[src/rtl/pdm_audio_dac_if.sv]
// rtl/pdm_audio_dac_if.sv - frame handshake bundle feeding pdm_audio_dac
// Purpose: carries one multi-channel audio frame per valid/ready transfer.
// Signals:
//   sample       CHANNELS*WIDTH  frame, channel n at [n*WIDTH +: WIDTH]
//   sample_valid 1               source holds a frame
//   sample_ready 1               sink FIFO can take a frame
interface pdm_audio_dac_if #(
  parameter int CHANNELS = 2,
  parameter int WIDTH    = 12
);
  logic [CHANNELS*WIDTH-1:0] sample;
  logic                      sample_valid;
  logic                      sample_ready;

  modport master (output sample, output sample_valid, input sample_ready);
  modport slave  (input sample, input sample_valid, output sample_ready);
endinterface

[src/rtl/pdm_audio_dac.sv]
// rtl/pdm_audio_dac.sv - multi-channel PDM audio DAC with frame FIFO and gain-ramp mute
// Purpose: 2-deep frame FIFO, per-channel 1st/2nd order PDM modulators, click-free mute.
// Ports:
//   clk_i, rstn_i  clock, synchronous active-low reset
//   s_if           frame handshake (slave side)
//   order2_i       0 = first order, 1 = second order
//   mute_i         request mute (gain ramps down)
//   pdm_o          registered PDM bitstreams, one per channel
//   pdm_en_o       amplifier enable
//   muted_o        gain ramp is in MUTED
//   underrun_o     1-cycle pulse: frame tick found the FIFO empty
module pdm_audio_dac #(
  parameter int CHANNELS    = 2,
  parameter int WIDTH       = 12,
  parameter int TICK_DIV    = 1,
  parameter int FRAME_TICKS = 256,
  parameter int GAIN_BITS   = 6
) (
  input  logic                clk_i,
  input  logic                rstn_i,
  pdm_audio_dac_if.slave      s_if,
  input  logic                order2_i,
  input  logic                mute_i,
  output logic [CHANNELS-1:0] pdm_o,
  output logic                pdm_en_o,
  output logic                muted_o,
  output logic                underrun_o
);
  localparam int DW = (TICK_DIV > 1) ? $clog2(TICK_DIV) : 1;
  localparam int FW = $clog2(FRAME_TICKS);
  localparam int GW = GAIN_BITS + 1;
  localparam int IW = WIDTH + 4;
  localparam int EW = IW + 2;  // headroom so integrator sums never wrap before saturation
  localparam logic [GW-1:0] GAIN_FULL = {1'b1, {GAIN_BITS{1'b0}}};
  localparam logic [GW-1:0] GAIN_TOP  = GAIN_FULL - 1'b1;
  localparam logic [GW-1:0] GAIN_ONE  = GW'(1);
  localparam logic signed [EW-1:0] FB_FULL = EW'(2 ** WIDTH);
  localparam logic signed [EW-1:0] SAT_HI  = EW'((2 ** (IW - 1)) - 1);
  localparam logic signed [EW-1:0] SAT_LO  = EW'(-(2 ** (IW - 1)));

  typedef enum logic [1:0] {ST_MUTED, ST_RAMP_UP, ST_RUN, ST_RAMP_DOWN} state_t;

  function automatic logic signed [IW-1:0] sat(input logic signed [EW-1:0] v);
    if (v > SAT_HI)      sat = SAT_HI[IW-1:0];
    else if (v < SAT_LO) sat = SAT_LO[IW-1:0];
    else                 sat = v[IW-1:0];
  endfunction

  logic [DW-1:0] r_div;
  logic [FW-1:0] r_frm;
  logic          w_tick, w_frame_tick;

  logic [CHANNELS*WIDTH-1:0] r_mem [2];
  logic                      r_wptr, r_rptr, r_ready, r_underrun;
  logic [1:0]                r_count, w_count_nxt;
  logic                      w_push, w_pop;
  logic [WIDTH-1:0]          r_cur [CHANNELS];

  state_t        r_state;
  logic [GW-1:0] r_gain;
  logic          r_en, r_muted, w_muted_nxt;

  logic                 r_order_q, r_clr_pend, w_order_chg;
  logic [WIDTH-1:0]     r_acc [CHANNELS];
  logic signed [IW-1:0] r_i1 [CHANNELS];
  logic signed [IW-1:0] r_i2 [CHANNELS];
  logic [CHANNELS-1:0]  r_pdm;

  logic [WIDTH+GW-1:0]  w_prod [CHANNELS];
  logic [WIDTH-1:0]     w_x [CHANNELS];
  logic [WIDTH:0]       w_sum1 [CHANNELS];
  logic signed [IW-1:0] w_i1_nxt [CHANNELS];
  logic signed [IW-1:0] w_i2_nxt [CHANNELS];
  logic [CHANNELS-1:0]  w_carry, w_y, w_unused;

  assign w_tick       = (r_div == DW'(TICK_DIV - 1));
  assign w_frame_tick = w_tick && (r_frm == FW'(FRAME_TICKS - 1));

  assign w_push      = s_if.sample_valid && r_ready;
  assign w_pop       = w_frame_tick && (r_count != 2'd0);
  assign w_count_nxt = r_count + {1'b0, w_push} - {1'b0, w_pop};

  // Mirrors the FSM below so the enable and the forced-zero PDM output change on the same edge.
  assign w_muted_nxt = (r_state == ST_MUTED) ? !(w_frame_tick && !mute_i)
                                             : (w_frame_tick && mute_i && (r_gain <= GAIN_ONE));
  assign w_order_chg = (order2_i != r_order_q);

  assign s_if.sample_ready = r_ready;
  assign pdm_o      = r_pdm;
  assign pdm_en_o   = r_en;
  assign muted_o    = r_muted;
  assign underrun_o = r_underrun;

  always_ff @(posedge clk_i) begin
    if (!rstn_i) begin
      r_div <= '0;
      r_frm <= '0;
    end else if (w_tick) begin
      r_div <= '0;
      r_frm <= w_frame_tick ? '0 : r_frm + 1'b1;
    end else begin
      r_div <= r_div + 1'b1;
    end
  end

  // FIFO: a push into a full FIFO is impossible because ready was already low.
  always_ff @(posedge clk_i) begin
    if (!rstn_i) begin
      r_mem[0]   <= '0;
      r_mem[1]   <= '0;
      r_wptr     <= 1'b0;
      r_rptr     <= 1'b0;
      r_count    <= 2'd0;
      r_ready    <= 1'b0;
      r_underrun <= 1'b0;
      for (int n = 0; n < CHANNELS; n++) r_cur[n] <= '0;
    end else begin
      r_count    <= w_count_nxt;
      r_ready    <= (w_count_nxt != 2'd2);
      r_underrun <= w_frame_tick && (r_count == 2'd0);
      if (w_push) begin
        r_mem[r_wptr] <= s_if.sample;
        r_wptr        <= !r_wptr;
      end
      if (w_pop) begin
        for (int n = 0; n < CHANNELS; n++) r_cur[n] <= r_mem[r_rptr][n*WIDTH +: WIDTH];
        r_rptr <= !r_rptr;
      end
    end
  end

  // Gain ramp: direction follows mute_i at each frame tick, so a reversal resumes from the current gain.
  always_ff @(posedge clk_i) begin
    if (!rstn_i) begin
      r_state <= ST_MUTED;
      r_gain  <= '0;
      r_en    <= 1'b0;
      r_muted <= 1'b0;
    end else begin
      r_en    <= !w_muted_nxt;
      r_muted <= w_muted_nxt;
      if (w_frame_tick) begin
        case (r_state)
          ST_MUTED: if (!mute_i) r_state <= ST_RAMP_UP;
          default: begin
            if (mute_i) begin
              if (r_gain <= GAIN_ONE) begin
                r_gain  <= '0;
                r_state <= ST_MUTED;
              end else begin
                r_gain  <= r_gain - 1'b1;
                r_state <= ST_RAMP_DOWN;
              end
            end else if (r_gain == GAIN_TOP) begin
              r_gain  <= GAIN_FULL;
              r_state <= ST_RUN;
            end else if (r_gain != GAIN_FULL) begin
              r_gain  <= r_gain + 1'b1;
              r_state <= ST_RAMP_UP;
            end
          end
        endcase
      end
    end
  end

  always_comb begin
    for (int n = 0; n < CHANNELS; n++) begin
      w_prod[n]   = {{GW{1'b0}}, r_cur[n]} * {{WIDTH{1'b0}}, r_gain};
      w_x[n]      = w_prod[n][GAIN_BITS +: WIDTH];
      w_unused[n] = ^{w_prod[n][WIDTH+GW-1], w_prod[n][GAIN_BITS-1:0]};
      w_sum1[n]   = {1'b0, r_acc[n]} + {1'b0, w_x[n]};
      w_carry[n]  = w_sum1[n][WIDTH];
      w_y[n]      = !r_i2[n][IW-1];
      w_i1_nxt[n] = sat({{2{r_i1[n][IW-1]}}, r_i1[n]} + {{(EW-WIDTH){1'b0}}, w_x[n]}
                        - (w_y[n] ? FB_FULL : '0));
      w_i2_nxt[n] = sat({{2{r_i2[n][IW-1]}}, r_i2[n]} + {{2{r_i1[n][IW-1]}}, r_i1[n]}
                        - (w_y[n] ? FB_FULL : '0));
    end
  end

  // A mode change spends one tick clearing every integrator, then modulates in the new mode.
  always_ff @(posedge clk_i) begin
    if (!rstn_i) begin
      r_order_q  <= 1'b0;
      r_clr_pend <= 1'b0;
      r_pdm      <= '0;
      for (int n = 0; n < CHANNELS; n++) begin
        r_acc[n] <= '0;
        r_i1[n]  <= '0;
        r_i2[n]  <= '0;
      end
    end else begin
      r_order_q <= order2_i;
      if (w_order_chg)  r_clr_pend <= 1'b1;
      else if (w_tick)  r_clr_pend <= 1'b0;
      if (w_tick) begin
        for (int n = 0; n < CHANNELS; n++) begin
          if (r_clr_pend) begin
            r_acc[n] <= '0;
            r_i1[n]  <= '0;
            r_i2[n]  <= '0;
          end else if (r_order_q) begin
            r_i1[n] <= w_i1_nxt[n];
            r_i2[n] <= w_i2_nxt[n];
          end else begin
            r_acc[n] <= w_sum1[n][WIDTH-1:0];
          end
        end
      end
      if (w_muted_nxt)  r_pdm <= '0;
      else if (w_tick)  r_pdm <= r_clr_pend ? '0 : (r_order_q ? w_y : w_carry);
    end
  end
endmodule

[src/flat_wrapper.sv]
// flat-port wrapper written by rule: the top's interface ports become plain ports
module pdm_audio_dac_flat 
#(
  parameter int CHANNELS    = 2,
  parameter int WIDTH       = 12,
  parameter int TICK_DIV    = 1,
  parameter int FRAME_TICKS = 256,
  parameter int GAIN_BITS   = 6
)
  (clk_i, rstn_i, order2_i, mute_i, pdm_o, pdm_en_o, muted_o, underrun_o, s_if_sample, s_if_sample_valid, s_if_sample_ready);
  pdm_audio_dac_if #(.CHANNELS(CHANNELS), .WIDTH(WIDTH)) s_if_i ();
  input  logic clk_i;
  input  logic rstn_i;
  input  logic order2_i;
  input  logic mute_i;
  output logic [CHANNELS-1:0] pdm_o;
  output logic pdm_en_o;
  output logic muted_o;
  output logic underrun_o;
  input wire logic [$bits(s_if_i.sample)-1:0] s_if_sample;
  input wire logic [$bits(s_if_i.sample_valid)-1:0] s_if_sample_valid;
  output wire logic [$bits(s_if_i.sample_ready)-1:0] s_if_sample_ready;
  assign s_if_i.sample = s_if_sample;
  assign s_if_i.sample_valid = s_if_sample_valid;
  assign s_if_sample_ready = s_if_i.sample_ready;
  pdm_audio_dac #(.CHANNELS(CHANNELS), .WIDTH(WIDTH), .TICK_DIV(TICK_DIV), .FRAME_TICKS(FRAME_TICKS), .GAIN_BITS(GAIN_BITS)) u_core (.clk_i(clk_i), .rstn_i(rstn_i), .s_if(s_if_i), .order2_i(order2_i), .mute_i(mute_i), .pdm_o(pdm_o), .pdm_en_o(pdm_en_o), .muted_o(muted_o), .underrun_o(underrun_o));
endmodule
[config.mk]
export PLATFORM = sky130hd
export DESIGN_NAME = pdm_audio_dac_flat
export DESIGN_NICKNAME = d
export VERILOG_FILES = /design/src/rtl/pdm_audio_dac_if.sv /design/src/rtl/pdm_audio_dac.sv /design/src/flat_wrapper.sv
export SDC_FILE = /design/constraint.sdc
export NUM_CORES = 1
export LEC_CHECK = 0
export ABC_CLOCK_PERIOD_IN_PS = 18440
export CAP_MARGIN = 20
export CELL_PAD_IN_SITES_DETAIL_PLACEMENT = 0
export CELL_PAD_IN_SITES_GLOBAL_PLACEMENT = 1
export CORE_AREA = 3 3 179 181
export CTS_CLUSTER_DIAMETER = 80
export CTS_CLUSTER_SIZE = 16
export DETAILED_ROUTE_END_ITERATION = 12
export DIE_AREA = 0 0 182 184
export DONT_BUFFER_PORTS = 1
export HOLD_SLACK_MARGIN = 0.02
export PLACE_DENSITY_LB_ADDON = 0.15
export REMOVE_ABC_BUFFERS = 1
export SLEW_MARGIN = 10
export SYNTH_ARGS = -nofsm -noshare
export SYNTH_HDL_FRONTEND = slang
export SYNTH_SLANG_ARGS = --single-unit
[constraint.sdc]
create_clock -name clk_i -period 18.44 [get_ports clk_i]
set_input_delay 0.922 -clock clk_i [delete_from_list [all_inputs] [get_ports clk_i]]
set_output_delay 0.922 -clock clk_i [all_outputs]
set_load 0.05 [all_outputs]
Yosys cells after proc, flatten, opt, wreduce, memory -nomap -nowiden. Memory sizes are Yosys's and may differ from the RTL's. A register that Yosys moved wholly into a read port is not among the register bits. Index checks and enable logic that the tools add are counted.

Memories kept: 5. Bits in writable memories: 160. Word-level logic and storage cells: 160. Input bits: 29. Output and inout bits: 6. Bits in registers: 30.

Memories: u_core.r_mem (depth 2, width 24, rd ports 1, clocked after memory_dff 1, write ports 2, RTL line pdm_audio_dac.sv:53) `logic [CHANNELS*WIDTH-1:0] r_mem [2];`; u_core.r_i1 (depth 2, width 16, rd ports 2, clocked after memory_dff 0, write ports 2, RTL line pdm_audio_dac.sv:65) `logic signed [IW-1:0] r_i1 [CHANNELS];`; u_core.r_i2 (depth 2, width 16, rd ports 2, clocked after memory_dff 0, write ports 2, RTL line pdm_audio_dac.sv:66) `logic signed [IW-1:0] r_i2 [CHANNELS];`; u_core.r_acc (depth 2, width 12, rd ports 2, clocked after memory_dff 0, write ports 2, RTL line pdm_audio_dac.sv:64) `logic [WIDTH-1:0] r_acc [CHANNELS];`; u_core.r_cur (depth 2, width 12, rd ports 2, clocked after memory_dff 0, write ports 2, RTL line pdm_audio_dac.sv:57) `logic [WIDTH-1:0] r_cur [CHANNELS];`.

Equal/unequal tests: 7. Bitwise operators: 17. $mul: 2. Reductions and logical operators: 24. Add/subtract/negate cells: 16. $lt $le $gt $ge: 9. Multiplexer cells: 66.

Operator list (number): 16-bit two-way mux (16); 18-bit by 16-bit greater-than comparator with 1-bit output (second input constant) (4); 18-bit by 16-bit < comparator with 1-bit output (second input constant) (4); 12-bit two-way mux (6); 18-bit subtractor (4); 12-bit by 7-bit multiplier with 18-bit output (2); 16-bit by 13-bit adder with 17-bit output (2); 16-bit by 16-bit adder with 17-bit output (2); 1-bit two-way mux (28); 7-bit two-way mux (4); 12-bit by 12-bit adder with 13-bit output (2); 13-bit two-way mux (2); 24-bit two-way mux (1); 24-bit OR reduction (1); 2-bit two-way mux (8); 1-bit OR (14); 8-bit by 1-bit adder with 8-bit output (second input constant) (1); 8-bit == test (second input constant) (1); 8-bit two-way mux (1); 7-bit by 1-bit adder with 7-bit output (second input constant) (1); 7-bit by 6-bit == test with 1-bit output (second input constant) (1); 7-bit by 1-bit less-or-equal comparator with 1-bit output (second input constant) (1); 1-bit logical AND (7); 1-bit zero test (7); other kinds (15) (21).

Logic depth before layout (Yosys ltp). An unclocked memory read counts as a cell.

Word-level depth: 8. Mapped depth: 34. Mapped depth without buffers: 31.

Worst setup path before layout. No wires, ideal clock.

Path type: reg2reg. Start point: register u_core.r_gain[6]. End point: memory u_core.r_i1[1][2] (netlist bit) (data pin). Clock period less this slack: 7549 ps. Setup time: 256 ps. Stages on the path, launching flop included: 31. Buffers on the path: 3. Slack: 10891 ps. Arrival time: 7293 ps. Required time: 18184 ps. Cells stage by stage: dfxtp_1 clkbuf_1 clkbuf_1 nand2_1 fa_1 fa_1 inv_1 fa_1 inv_1 fa_1 inv_1 ha_1 a21o_1 a31oi_1 o211ai_1 a31o_2 a21o_1 a21oi_1 o21bai_1 xor2_1 ha_1 clkbuf_1 a21o_1 a2111oi_0 a21boi_1 nor3_1 a311o_1 a211oi_1 a31oi_1 and3_1 a31o_2.

RTL lines: start, declared (RTL line pdm_audio_dac.sv:60) `logic [GW-1:0] r_gain;`; start signal, assigned (RTL line pdm_audio_dac.sv:151) `r_gain <= r_gain - 1'b1;`; start signal, assigned (RTL line pdm_audio_dac.sv:158) `r_gain <= r_gain + 1'b1;`; end, declared (RTL line pdm_audio_dac.sv:65).

==> impl_summary.txt <==
----------------------------------------------------
[Worst setup path]
  Endpoint kind of the worst setup timing path ... register
  Crit Path Class ... reg -> reg
  CP Launch Type ... register
  Data required time at the worst endpoint ... 18.61 ns
  Critical path arrival ... 8.62 ns
  Highest net fanout along the worst path ... 29

[Global route]
  Met1 GRT Util ... 31.3%
  Number of global-route vias before repair ... 11804
  First-pass GRT wire length ... 59.6 mm
  Maximum number of pins on one net before global-route repair ... 34
  Total gr overflow ... 0
  Global-route met3 utilization ... 3.40%
  Met2 demand-to-capacity share in global routing ... 35.1%
  GRT Max-Usage Layer ... met2
  Number of antenna violations at the first check in global routing ... 0
  Gr usage total ... 21.8%

[Yosys]
  Proportion of netlist area held by the largest area contributor ... 28.7%
  Mean area per synthesized cell ... 9.77 um^2
  Cell area after synthesis ... 16700 um^2
  Sequential share of the synthesized area ... 32.4%
  Synth Instances ... 1714
  Register bit count reported by yosys ... 191
  Cell types occupying the most area after synthesis ... edfxtp_1 (29%), ha_1 (12%), fa_1 (12%)
  Share of flip-flops with an asynchronous set or reset ... 0%
  Biggest area consumer among synthesized cells ... edfxtp_1
  Number of distinct library cells after synthesis ... 82
  Count of flip-flops with a built-in enable after synthesis ... 160
  Warnings from Yosys ... 0
  Top_reg_cell synth ... edfxtp_1

[STA]
  Endpoints failing setup ... 0
  Setup WS post-layout ... 9.99 ns
  Headroom to the max-slew limit ... 28.1%
  Worst slew pin tran ... 1.07 ns
  Final number of max-transition violations ... 0
  Setup total negative slack ... 0 ns
  Fraction of the cycle the final worst path needs ... 45.8%
  Post-Route Hold Slack ... 0.495 ns
  Setup skew after layout ... 0.0136 ns
  Endpoints failing hold ... 0
  Achievable frequency ... 118 MHz
  Setup repair after global routing missed its margin ... false
  Tmin final ... 8.45 ns

[Final layout]
  Share of post-route cells with drive strength above 1 ... 5.16%
  Layout Cells excl Fill ... 2103
  Number of diodes added for antenna fixing ... 0
  Number of nets in the finished design ... 1984
  Core occupancy in the finished layout ... 58.0%
  Final instance area ... 17700 um^2
  Layout-stage area growth over the synthesis result ... 5.92%

[Detailed routing]
  DR WL/cell ... 16.8 um
  Detailed-route DRC error count ... 0
  Per-cell via count in the routed design ... 5.67
  Count of routing violations after the opening detailed-route iteration ... 702
  DRT antenna net count ... 0
  Post-detailed-routing wire length ... 35.4 mm
  Number of detailed-routing iterations run before antenna repair ... 5
  Number of vias after detailed routing ... 11926

[Die]
  Die area ... 33500 um^2
  Die span in x ... 182 um
  Initial Util ... 54.7%
  Cell row count ... 64
  Height of the die ... 184 um
  Core outline area ... 30600 um^2
  I/O pin total ... 35

[Outcome]
  Run status ... complete, no violations

[Placement]
  Place WS ... 10.03 ns
  Detailed-placement wirelength estimate ... 26.6 mm
  Global placer's final weighted congestion ... 0.832
  Number of placed cells counting well taps ... 2071
  Number of input and output port buffers inserted ... 0
  Area post-placement ... 17200 um^2

[Power and ir drop]
  Combinational share of power ... 14.9%
  Static leakage ... 8.11 nW
  Internal power consumption ... 0.760 mW
  Switch share ... 27.4%
  Net Sw Power ... 0.287 mW
  Overall power of the completed layout ... 1.05 mW
  Sequential fraction of design power ... 49.4%
  Power share of the clock group ... 35.7%
  Pwr dens ... 59.1 nW/um^2
  IR drop worst, VDD ... 63.3 uV

[Clock tree]
  Buffer cell driving the clock tree root ... clkbuf_16
  Count of clock tree sinks ... 191
  CTS tree ... done
  Clock buffers created by TritonCTS ... 17
  Clk Latency, worst-skew pair ... 0.45 ns
  Max Buffers Root-to-Sink ... 2
  Hold buffer count at CTS ... 0
  Setup repair bufs after CTS ... 0
  Number of resized instances in the post-cts repair step ... 0
  Clk pin slew, worst setup/hold paths ... 0.07 ns
  CTS HTree Levels ... 4

[Hold path]
  Hold WC Path Type ... reg -> reg

[Run]
  Reported max-cap violation count ... 0

----------------------------------------------------
[final cells by class]
type,count,area (um^2)
Tap cell,396,495
Inverter,161,604
Multi-Input combinational cell,1306,10500
Timing Repair Buffer,17,128
Fill cell,2706,12900
Sequential cell,191,5430
Clock buffer,24,492
Clock inverter,8,78.8
[path summary, 6_finish.rpt]
| check | cells after the start | slack, ns | endpoint | startpoint |
|---|---|---|---|---|
| worst max register to register | 25 | 9.99 | u_core.r_i1[0][5]$_SDFFCE_PN0P_ | u_core.r_gain[5]$_SDFFE_PN0P_ |
| worst min-delay path | 2 | 0.49 | u_core.r_state[1]$_SDFFE_PN0P_ | u_core.r_state[1]$_SDFFE_PN0P_ |
| worst min register to register | 2 | 0.49 | u_core.r_state[1]$_SDFFE_PN0P_ | u_core.r_state[1]$_SDFFE_PN0P_ |
| worst max-delay path | 25 | 9.99 | u_core.r_i1[0][5]$_SDFFCE_PN0P_ | u_core.r_gain[5]$_SDFFE_PN0P_ |
[state kept, by name, summed over array words and instances, names as in the netlist, 7 cells and up, named ones only]
register,count
u_core.r_mem,48
u_core.r_i1,32
u_core.r_i2,32
u_core.r_acc,24
u_core.r_cur,24
u_core.r_frm,8
u_core.r_gain,7
[logic make-up (layout without fill, tap and decap cells)]
logic type,after synthesis,count (layout),share of synthesized area [%]
buffers and inverters,217,210,5.01
other,1,1,0.0224
muxes,28,28,1.68
xor gates and xnor gates,109,109,5.75
and+or+nand+nor,545,545,16.7
AOI/OAI and AO/OA,362,362,14.5
adders and majority gates,261,261,24.0
DFF,191,191,32.4
[power by group through the flow]
stage | clock network, mW | logic (mW) | registers, mW
detailed placement | 0 | 0.154 | 0.528
finish | 0.374 | 0.156 | 0.517
floorplan | 0 | 0.122 | 0.519
CTS | 0.379 | 0.155 | 0.518
global placement | 0 | 0.152 | 0.527
global route | 0.395 | 0.175 | 0.521
[per-layer routing]
layer | vias up | share of wire [%]
met3 | 35 | 3.3
met4 | 0 | 1.4
met2 | 187 | 46
met1 | 5767 | 49
met5 | - | 0
li1 | 5937 | -
[synth_stat cells, types with 3 or more instances]
cell type and n:
a2111oi_0 5, a211o_1 8, a211oi_1 16, a211oi_2 6, a21boi_0 6, a21boi_1 3
a21o_1 46, a21oi_1 90, a221oi_1 4, a22oi_1 4, a31o_2 3, a31oi_1 8
and2_1 160, and3_1 14, and4_1 3, buf_2 7, clkbuf_1 46, dfxtp_1 31
edfxtp_1 160, fa_1 100, ha_1 161, inv_1 161, mux2i_1 27, nand2_1 105
nand2b_1 8, nand3_1 35, nand3b_1 3, nand4_1 8, nor2_1 131, nor2b_1 10
nor3_1 33, nor3b_1 5, o211ai_1 7, o211ai_2 3, o21a_1 13, o21ai_0 71
o21ai_1 10, o21bai_1 19, o22ai_1 11, o31a_1 4, or2_2 9, or3_1 8
xnor2_1 68, xor2_1 40
[placed cells by master (no fill, tap or decap), drive strengths merged, types with 11 or more instances in the layout]
master	count
and2	160
inv	163
xor2	40
a21oi	90
o21a	13
a21o	46
buf	17
o21ai	82
o22ai	11
edfxtp	160
nor2	132
clkbuf	24
nand3	35
fa	100
o21bai	19
ha	161
a211oi	22
dfxtp	31
xnor2	69
mux2i	27
and3	14
nor3	33
nand2	105
[worst max-delay path: stages (launching register included)]
cell and delay (ns):
dfxtp_1 0.91, nand2_1 0.18, fa_1 0.53, fa_1 0.56
inv_1 0.06, fa_1 0.54, inv_1 0.06, fa_1 0.54
inv_1 0.04, ha_1 0.29, and2_1 0.18, o31a_1 0.31
o211ai_1 0.22, nand3_1 0.16, o41ai_1 0.52, xnor2_1 0.19
ha_1 0.39, a21o_1 0.19, a21oi_1 0.21, o31a_1 0.24
xnor2_1 0.14, ha_1 0.28, or4b_1 0.51, a21boi_2 0.20
o31ai_4 0.52, o21ai_0 0.20
No activity file was read; power rests on OpenSTA's default activity.
